### config.mk
export PLATFORM = sky130hd
export DESIGN_NAME = led_matrix_scheduler_flat
export DESIGN_NICKNAME = d
export VERILOG_FILES = /design/src/rtl/led_matrix_scheduler_if.sv /design/src/rtl/led_matrix_scheduler.sv /design/src/flat_wrapper.sv
export SDC_FILE = /design/constraint.sdc
export NUM_CORES = 1
export LEC_CHECK = 0
export ABC_AREA = 1
export CAP_MARGIN = 20
export CORE_AREA = 2 2 189 191
export DETAILED_ROUTE_END_ITERATION = 10
export DIE_AREA = 0 0 191 193
export PLACE_DENSITY_LB_ADDON = 0.2
export SLEW_MARGIN = 40
export SYNTH_ARGS = -nofsm -noshare
export SYNTH_HDL_FRONTEND = slang
export SYNTH_SLANG_ARGS = --single-unit
### constraint.sdc
create_clock -name i_clock -period 2.56 [get_ports i_clock]
set_clock_uncertainty 0.2 [all_clocks]
set_input_delay 0.512 -clock i_clock [delete_from_list [all_inputs] [get_ports i_clock]]
set_output_delay 0.512 -clock i_clock [all_outputs]
set_load 0.01 [all_outputs]
### src/rtl/led_matrix_scheduler_if.sv
// rtl/led_matrix_scheduler_if.sv - host write/swap port of the LED matrix scheduler
// Ports (master = host, slave = scheduler):
//   wr_valid  host -> sched   write request
//   wr_ready  sched -> host   write accepted when wr_valid & wr_ready
//   wr_addr   host -> sched   {column[1:0], row[2:0]} in back buffer
//   wr_level  host -> sched   4-bit grey level, 0 = off, 15 = always on
//   swap_req  host -> sched   1-cycle pulse, swap at next frame boundary
//   swap_done sched -> host   1-cycle pulse on the edge the buffers swap
interface led_matrix_scheduler_if;
  logic       wr_valid;
  logic       wr_ready;
  logic [4:0] wr_addr;
  logic [3:0] wr_level;
  logic       swap_req;
  logic       swap_done;

  modport master (
    output wr_valid, wr_addr, wr_level, swap_req,
    input  wr_ready, swap_done
  );

  modport slave (
    input  wr_valid, wr_addr, wr_level, swap_req,
    output wr_ready, swap_done
  );
endinterface

### src/rtl/led_matrix_scheduler.sv
// rtl/led_matrix_scheduler.sv - 4x8 multiplexed LED matrix scan controller with 16-level PWM
// Ports:
//   i_clock          in   system clock, posedge
//   i_reset_n        in   asynchronous active-low reset
//   host             slave modport of led_matrix_scheduler_if (writes + swap)
//   o_frame_start    out  1-cycle pulse on first blank cycle of column 0
//   o_column_enable  out  active-low one-cold column select
//   o_row_enable     out  active-low row drive, 0 = LED lit
module led_matrix_scheduler #(
  parameter int PWM_DIV      = 16,
  parameter int PWM_PERIODS  = 4,
  parameter int BLANK_CYCLES = 8
) (
  input  logic                         i_clock,
  input  logic                         i_reset_n,
  led_matrix_scheduler_if.slave        host,
  output logic                         o_frame_start,
  output logic [3:0]                   o_column_enable,
  output logic [7:0]                   o_row_enable
);

  localparam int DIV_W = (PWM_DIV > 1) ? $clog2(PWM_DIV) : 1;
  localparam int PER_W = (PWM_PERIODS > 1) ? $clog2(PWM_PERIODS) : 1;
  localparam int BLK_W = (BLANK_CYCLES > 1) ? $clog2(BLANK_CYCLES) : 1;

  localparam logic [DIV_W-1:0] DIV_LAST = DIV_W'(PWM_DIV - 1);
  localparam logic [PER_W-1:0] PER_LAST = PER_W'(PWM_PERIODS - 1);
  localparam logic [BLK_W-1:0] BLK_LAST = BLK_W'(BLANK_CYCLES - 1);

  typedef enum logic {
    ST_BLANK,
    ST_DRIVE
  } state_t;

  state_t            state;
  state_t            state_nxt;

  logic [BLK_W-1:0]  blank_cnt;
  logic [DIV_W-1:0]  div_cnt;
  logic [3:0]        step;
  logic [PER_W-1:0]  period_cnt;
  logic [1:0]        col;

  logic [3:0]        buf_a [32];
  logic [3:0]        buf_b [32];
  logic              front_sel;      // 0: buffer A on display, 1: buffer B
  logic              swap_pending;
  logic              swap_done_q;

  logic              blank_last;
  logic              step_tick;
  logic              step_wrap;
  logic              dwell_end;
  logic              swap_now;
  logic              wr_fire;
  logic [7:0]        row_lit;

  assign host.wr_ready  = ~swap_pending;
  assign host.swap_done = swap_done_q;
  assign wr_fire        = host.wr_valid & ~swap_pending;

  always_comb begin
    blank_last = (blank_cnt == BLK_LAST);
    step_tick  = (div_cnt == DIV_LAST);
    step_wrap  = step_tick && (step == 4'd14);
    dwell_end  = (state == ST_DRIVE) && step_wrap && (period_cnt == PER_LAST);
    // The frame boundary is the last DRIVE clock of column 3.
    swap_now   = dwell_end && (col == 2'd3) && swap_pending;
  end

  // FSM state register
  always_ff @(posedge i_clock or negedge i_reset_n) begin
    if (!i_reset_n) begin
      state <= ST_BLANK;
    end else begin
      state <= state_nxt;
    end
  end

  // FSM next state
  always_comb begin
    state_nxt = state;
    case (state)
      ST_BLANK: if (blank_last) state_nxt = ST_DRIVE;
      ST_DRIVE: if (dwell_end)  state_nxt = ST_BLANK;
      default:  state_nxt = ST_BLANK;
    endcase
  end

  // Scan counters: blank timer, PWM divider, PWM step, period count, column.
  always_ff @(posedge i_clock or negedge i_reset_n) begin
    if (!i_reset_n) begin
      blank_cnt  <= '0;
      div_cnt    <= '0;
      step       <= '0;
      period_cnt <= '0;
      col        <= '0;
    end else if (state == ST_BLANK) begin
      blank_cnt <= blank_last ? '0 : blank_cnt + 1'b1;
    end else begin
      div_cnt <= step_tick ? '0 : div_cnt + 1'b1;
      if (step_tick) begin
        step <= (step == 4'd14) ? 4'd0 : step + 4'd1;
      end
      if (step_wrap) begin
        period_cnt <= dwell_end ? '0 : period_cnt + 1'b1;
      end
      if (dwell_end) begin
        col <= col + 2'd1;
      end
    end
  end

  // Frame buffers; only the back buffer is ever written.
  always_ff @(posedge i_clock or negedge i_reset_n) begin
    if (!i_reset_n) begin
      for (int i = 0; i < 32; i++) begin
        buf_a[i] <= '0;
        buf_b[i] <= '0;
      end
    end else if (wr_fire) begin
      if (front_sel) begin
        buf_a[host.wr_addr] <= host.wr_level;
      end else begin
        buf_b[host.wr_addr] <= host.wr_level;
      end
    end
  end

  // Swap handshake. A request arriving on the swap edge re-arms the pending flag.
  always_ff @(posedge i_clock or negedge i_reset_n) begin
    if (!i_reset_n) begin
      front_sel    <= 1'b0;
      swap_pending <= 1'b0;
      swap_done_q  <= 1'b0;
    end else begin
      swap_done_q <= swap_now;
      if (swap_now) begin
        front_sel    <= ~front_sel;
        swap_pending <= host.swap_req;
      end else if (host.swap_req) begin
        swap_pending <= 1'b1;
      end
    end
  end

  // Row r is lit while the PWM step is below its level, giving L/15 duty.
  always_comb begin
    for (int r = 0; r < 8; r++) begin
      row_lit[r] = front_sel ? (step < buf_b[{col, 3'(r)}])
                             : (step < buf_a[{col, 3'(r)}]);
    end
  end

  // Registered pin drive, one clock behind the decoded scan state.
  always_ff @(posedge i_clock or negedge i_reset_n) begin
    if (!i_reset_n) begin
      o_column_enable <= 4'hF;
      o_row_enable    <= 8'hFF;
      o_frame_start   <= 1'b0;
    end else begin
      o_column_enable <= (state == ST_DRIVE) ? ~(4'b0001 << col) : 4'hF;
      o_row_enable    <= (state == ST_DRIVE) ? ~row_lit : 8'hFF;
      o_frame_start   <= (state == ST_BLANK) && (col == 2'd0) && (blank_cnt == '0);
    end
  end

endmodule
### src/flat_wrapper.sv
// flat-port wrapper written by rule: the top's interface ports become plain ports
module led_matrix_scheduler_flat 
#(
  parameter int PWM_DIV      = 16,
  parameter int PWM_PERIODS  = 4,
  parameter int BLANK_CYCLES = 8
)
  (i_clock, i_reset_n, o_frame_start, o_column_enable, o_row_enable, host_wr_valid, host_wr_addr, host_wr_level, host_swap_req, host_wr_ready, host_swap_done);
  led_matrix_scheduler_if host_i ();
  input  logic i_clock;
  input  logic i_reset_n;
  output logic o_frame_start;
  output logic [3:0] o_column_enable;
  output logic [7:0] o_row_enable;
  input wire logic [$bits(host_i.wr_valid)-1:0] host_wr_valid;
  input wire logic [$bits(host_i.wr_addr)-1:0] host_wr_addr;
  input wire logic [$bits(host_i.wr_level)-1:0] host_wr_level;
  input wire logic [$bits(host_i.swap_req)-1:0] host_swap_req;
  output wire logic [$bits(host_i.wr_ready)-1:0] host_wr_ready;
  output wire logic [$bits(host_i.swap_done)-1:0] host_swap_done;
  assign host_i.wr_valid = host_wr_valid;
  assign host_i.wr_addr = host_wr_addr;
  assign host_i.wr_level = host_wr_level;
  assign host_i.swap_req = host_swap_req;
  assign host_wr_ready = host_i.wr_ready;
  assign host_swap_done = host_i.swap_done;
  led_matrix_scheduler #(.PWM_DIV(PWM_DIV), .PWM_PERIODS(PWM_PERIODS), .BLANK_CYCLES(BLANK_CYCLES)) u_core (.i_clock(i_clock), .i_reset_n(i_reset_n), .host(host_i), .o_frame_start(o_frame_start), .o_column_enable(o_column_enable), .o_row_enable(o_row_enable));
endmodule
==> results.sh <==
export IMPL_worst_endpoint_required_ps=2760
export IMPL_layout_filler_cells=3421
export IMPL_hold_path_class="reg2reg"
export IMPL_synth_warnings=0
export IMPL_critical_path_startpoint_type="flip-flop"
export IMPL_cellPowerDensity_nw_per_um2=607
export IMPL_async_reset_ff_frac=1.00
export IMPL_drtAntennaViolNets=0
export IMPL_ys_seq_area_frac=0.525
export IMPL_worst_r2r_endpoint="u_core.o_row_enable[2]"
export IMPL_detailroute_wirelength_met2_um=16700
export IMPL_finalWorstPathRequiredPeriod_ps=2390
export IMPL_register_area_um2=7230
export IMPL_final_max_slew_viol_count=0
export IMPL_cts_root_buffer="sky130_fd_sc_hd__clkbuf_16"
export IMPL_routed_wl_um=37300
export IMPL_placed_area_um2=14900
export IMPL_core_um2=35000
export IMPL_finish_net_count=1740
export IMPL_power_leakage_nw=7.25
export IMPL_area_contributors_post_synth="sky130_fd_sc_hd__dfrtp_1, sky130_fd_sc_hd__nand2_1, sky130_fd_sc_hd__o21ai_0"
export IMPL_finalSetupViolCount=0
export IMPL_dieWidth_um=191
export IMPL_detailroute_via_count=11400
export IMPL_chipHeight_um=193
export IMPL_final_hold_viol_count=0
export IMPL_drt_initial_drc_count=905
export IMPL_routedWlPerCell_um=17.3
export IMPL_grt_max_degree=81
export IMPL_startpoint_of_the_lowest_slack_register_to_register_path="u_core.col[0]"
export IMPL_route_layer_met1_wl_um=17700
export IMPL_max_slew_worst_pin_slew_ps=639
export IMPL_wl_met3_um=1900
export IMPL_hold_path_cell_count=1
export IMPL_syn_num_nets=1705
export IMPL_post_synth_instance_area_um2=13800
export IMPL_grtUsageTotal=0.210
export IMPL_layout_cell_area_non_filler_um2=16000
export IMPL_fmax_ghz=0.419
export IMPL_gr_total_overflow=0
export IMPL_synthDistinctLibCells=26
export IMPL_ys_flop_type="sky130_fd_sc_hd__dfrtp_1"
export IMPL_n_antenna_cell=0
export IMPL_totalNegativeSetupSlack_ps=0
export IMPL_port_buffer_count=27
export IMPL_drive_gt1_frac=0.0827
export IMPL_criticalPathCategory="reg2reg"
export IMPL_hold_path_startpoint="u_core.blank_cnt[2]"
export IMPL_postSynthRegisterBits=288
export IMPL_ioPinCount=28
export IMPL_cts_clk_slew_worst_paths_ps=60
export IMPL_tritoncts_num_buffers=35
export IMPL_cts_tree="built"
export IMPL_area_leader_netlist="sky130_fd_sc_hd__dfrtp_1"
export IMPL_fin_crit_sh=0.932
export IMPL_drt_pass1_iter_count=5
export IMPL_multiInputGateArea_um2=5960
export IMPL_synth_avg_cell_area_um2=8.41
export IMPL_endpoint_class_of_the_critical_path="flip-flop"
export IMPL_internal_reg_to_reg_setup_slack_ps=170
export IMPL_synth_top_cell_area_share=0.502
export IMPL_flow_area_growth_from_synthesis_pct=16.4
export IMPL_arrival_time_of_the_worst_setup_path_ps=2590
export IMPL_cts_buffer_depth=3
export IMPL_synth_edff_count=0
export IMPL_run_status="complete, no violations"
export IMPL_unrepaired_setup_endpoints_after_global_routing="false"
export IMPL_cts_htree_levels=2
export IMPL_gp_congestion=0.817
export IMPL_min_to="u_core.o_frame_start"
export IMPL_post_dp_hpwl_um=23200
export IMPL_total_power_of_the_final_layout_mw=9.73
export IMPL_highest_layer="met5"
export IMPL_max_cap_viol_count=0
export IMPL_synthesis_instances=1635
export IMPL_clock_latency_ps=510
export IMPL_first_global_vias=10900
export IMPL_peakVddDrop_mv=0.445
export IMPL_vias_per_cell=5.27
export IMPL_floorplan_rows=69
export IMPL_drcViolationCount=0
export IMPL_relSlewSlack=0.574
export IMPL_floorplan_initialDensity=0.393
export IMPL_total_number_of_clock_tree_sinks=288
export IMPL_antenna_found_initial=2
export IMPL_critical_path_max_fanout=41
export IMPL_grt_first_pass_wirelength_um=60700
export IMPL_dieArea_um2=36900
export IMPL_worst_r2r_path_depth=10
-- cell usage after synthesis (8+ instances only) --
cell type                  count
sky130_fd_sc_hd__a211o_1       8
sky130_fd_sc_hd__a211oi_1      8
sky130_fd_sc_hd__a21oi_1      51
sky130_fd_sc_hd__a32o_1       48
sky130_fd_sc_hd__buf_1        14
sky130_fd_sc_hd__buf_2        18
sky130_fd_sc_hd__clkbuf_1     41
sky130_fd_sc_hd__dfrtp_1     276
sky130_fd_sc_hd__dfstp_2      12
sky130_fd_sc_hd__ha_1         57
sky130_fd_sc_hd__inv_1        63
sky130_fd_sc_hd__nand2_1     628
sky130_fd_sc_hd__nand2_2      20
sky130_fd_sc_hd__nand3_1      63
sky130_fd_sc_hd__nor2_1       42
sky130_fd_sc_hd__o21ai_0     265
-- cells by family (layout without fill, tap and decap cells) --
| logic type | after synthesis | in the layout | share of synthesized area |
|---|---|---|---|
| xor+xnor | 3 | 3 | 0.00191 |
| compound gates | 382 | 382 | 0.160 |
| simple gates | 759 | 759 | 0.218 |
| buf+inv | 146 | 204 | 0.0426 |
| flops | 288 | 288 | 0.525 |
| fa+ha+maj | 57 | 57 | 0.0518 |
-- cells in the final DEF, fill, tap and decap left out, types with 2 or more instances in the layout --
| cell type | count |
|---|---|
| sky130_fd_sc_hd__ha_1 | 57 |
| sky130_fd_sc_hd__xor2_1 | 3 |
| sky130_fd_sc_hd__clkbuf_16 | 37 |
| sky130_fd_sc_hd__inv_1 | 62 |
| sky130_fd_sc_hd__clkdlybuf4s50_1 | 26 |
| sky130_fd_sc_hd__a211oi_1 | 8 |
| sky130_fd_sc_hd__nor3_1 | 3 |
| sky130_fd_sc_hd__a21oi_1 | 51 |
| sky130_fd_sc_hd__buf_4 | 29 |
| sky130_fd_sc_hd__dfstp_2 | 12 |
| sky130_fd_sc_hd__nor2_1 | 42 |
| sky130_fd_sc_hd__nand3_1 | 63 |
| sky130_fd_sc_hd__clkbuf_8 | 10 |
| sky130_fd_sc_hd__nand2_2 | 20 |
| sky130_fd_sc_hd__nand2_1 | 628 |
| sky130_fd_sc_hd__inv_2 | 5 |
| sky130_fd_sc_hd__nor3_4 | 2 |
| sky130_fd_sc_hd__o21ai_0 | 265 |
| sky130_fd_sc_hd__a32o_1 | 48 |
| sky130_fd_sc_hd__clkbuf_1 | 10 |
| sky130_fd_sc_hd__dfrtp_1 | 275 |
| sky130_fd_sc_hd__buf_12 | 17 |
| sky130_fd_sc_hd__clkinv_2 | 2 |
| sky130_fd_sc_hd__a211o_1 | 8 |
-- repair_timing --
item,CTS,global route
buffers inserted,0,0
hold buffers,1,0
endpoints found under the setup margin,0,1
hold endpoints to repair,59,0
resized for setup,0,1
-- worst max-delay path by stage --
stage                                    from                      to  slack (ps)
after CTS                 u_core.swap_pending           host_wr_ready         180
after global routing            u_core.col[0]  u_core.o_row_enable[7]           8
after global placement        host_wr_addr[2]       u_core.buf_a[101]          40
after detailed placement      host_wr_addr[2]       u_core.buf_a[100]          40
final                           u_core.col[0]  u_core.o_row_enable[2]         170
after floorplan                 u_core.col[0]  u_core.o_row_enable[0]         190
-- routing by layer --
metal | track usage | vias to the layer above
met5 | 0 | -
li1 | - | 5513
met4 | 0.0623 | 4
met3 | 0.0366 | 72
met2 | 0.333 | 248
met1 | 0.296 | 5522
-- final cells by class --
cell class,count,share of cell area
multi-input cells,1201,0.372
inverters,69,0.0164
flip-flops and latches,288,0.451
clock buffers,57,0.0688
repair buffers,75,0.0544
clock inverters,3,0.00133
well taps,461,0.0360
-- state kept, by name, indices dropped and copies added (netlist names) --
name                    cells
u_core.state                1
u_core.host.swap_done       1
u_core.front_sel            1
u_core.blank_cnt            3
u_core.o_row_enable         8
u_core.swap_pending         1
u_core.div_cnt              4
u_core.step                 4
u_core.o_frame_start        1
u_core.period_cnt           2
u_core.col                  2
u_core.buf_b              128
u_core.o_column_enable      4
u_core.buf_a              128
-- metrics by stage --
step,utilization,hold WS [ps],setup WS [ps],instances
2_1_floorplan,-,16.4,193,1635
3_3_place_gp,0.425,256,35.5,2093
3_5_place_dp,0.425,260,36.6,2093
4_1_cts,0.458,262,183,2154
5_1_grt,0.458,301,8.05,2154
6_report,0.458,255,173,2154
-- worst max-delay path, cell delays in order, from the launching register on --
cell and delay, ps:
sky130_fd_sc_hd__dfrtp_4 560, sky130_fd_sc_hd__inv_4 110, sky130_fd_sc_hd__buf_12 220, sky130_fd_sc_hd__nand2_1 80
sky130_fd_sc_hd__a32o_1 230, sky130_fd_sc_hd__ha_1 280, sky130_fd_sc_hd__a211o_1 290, sky130_fd_sc_hd__inv_1 50
sky130_fd_sc_hd__nand2_1 60, sky130_fd_sc_hd__nand2_1 70, sky130_fd_sc_hd__nand2_1 100
-- power by group --
group | leakage [nW] | internal, mW | switching, mW
clock network | 0.548 | 2.93 | 1.89
logic | 2.76 | 0.0821 | 0.234
registers | 3.95 | 4.58 | 0.0135
No activity file was read; power rests on OpenSTA's default activity.
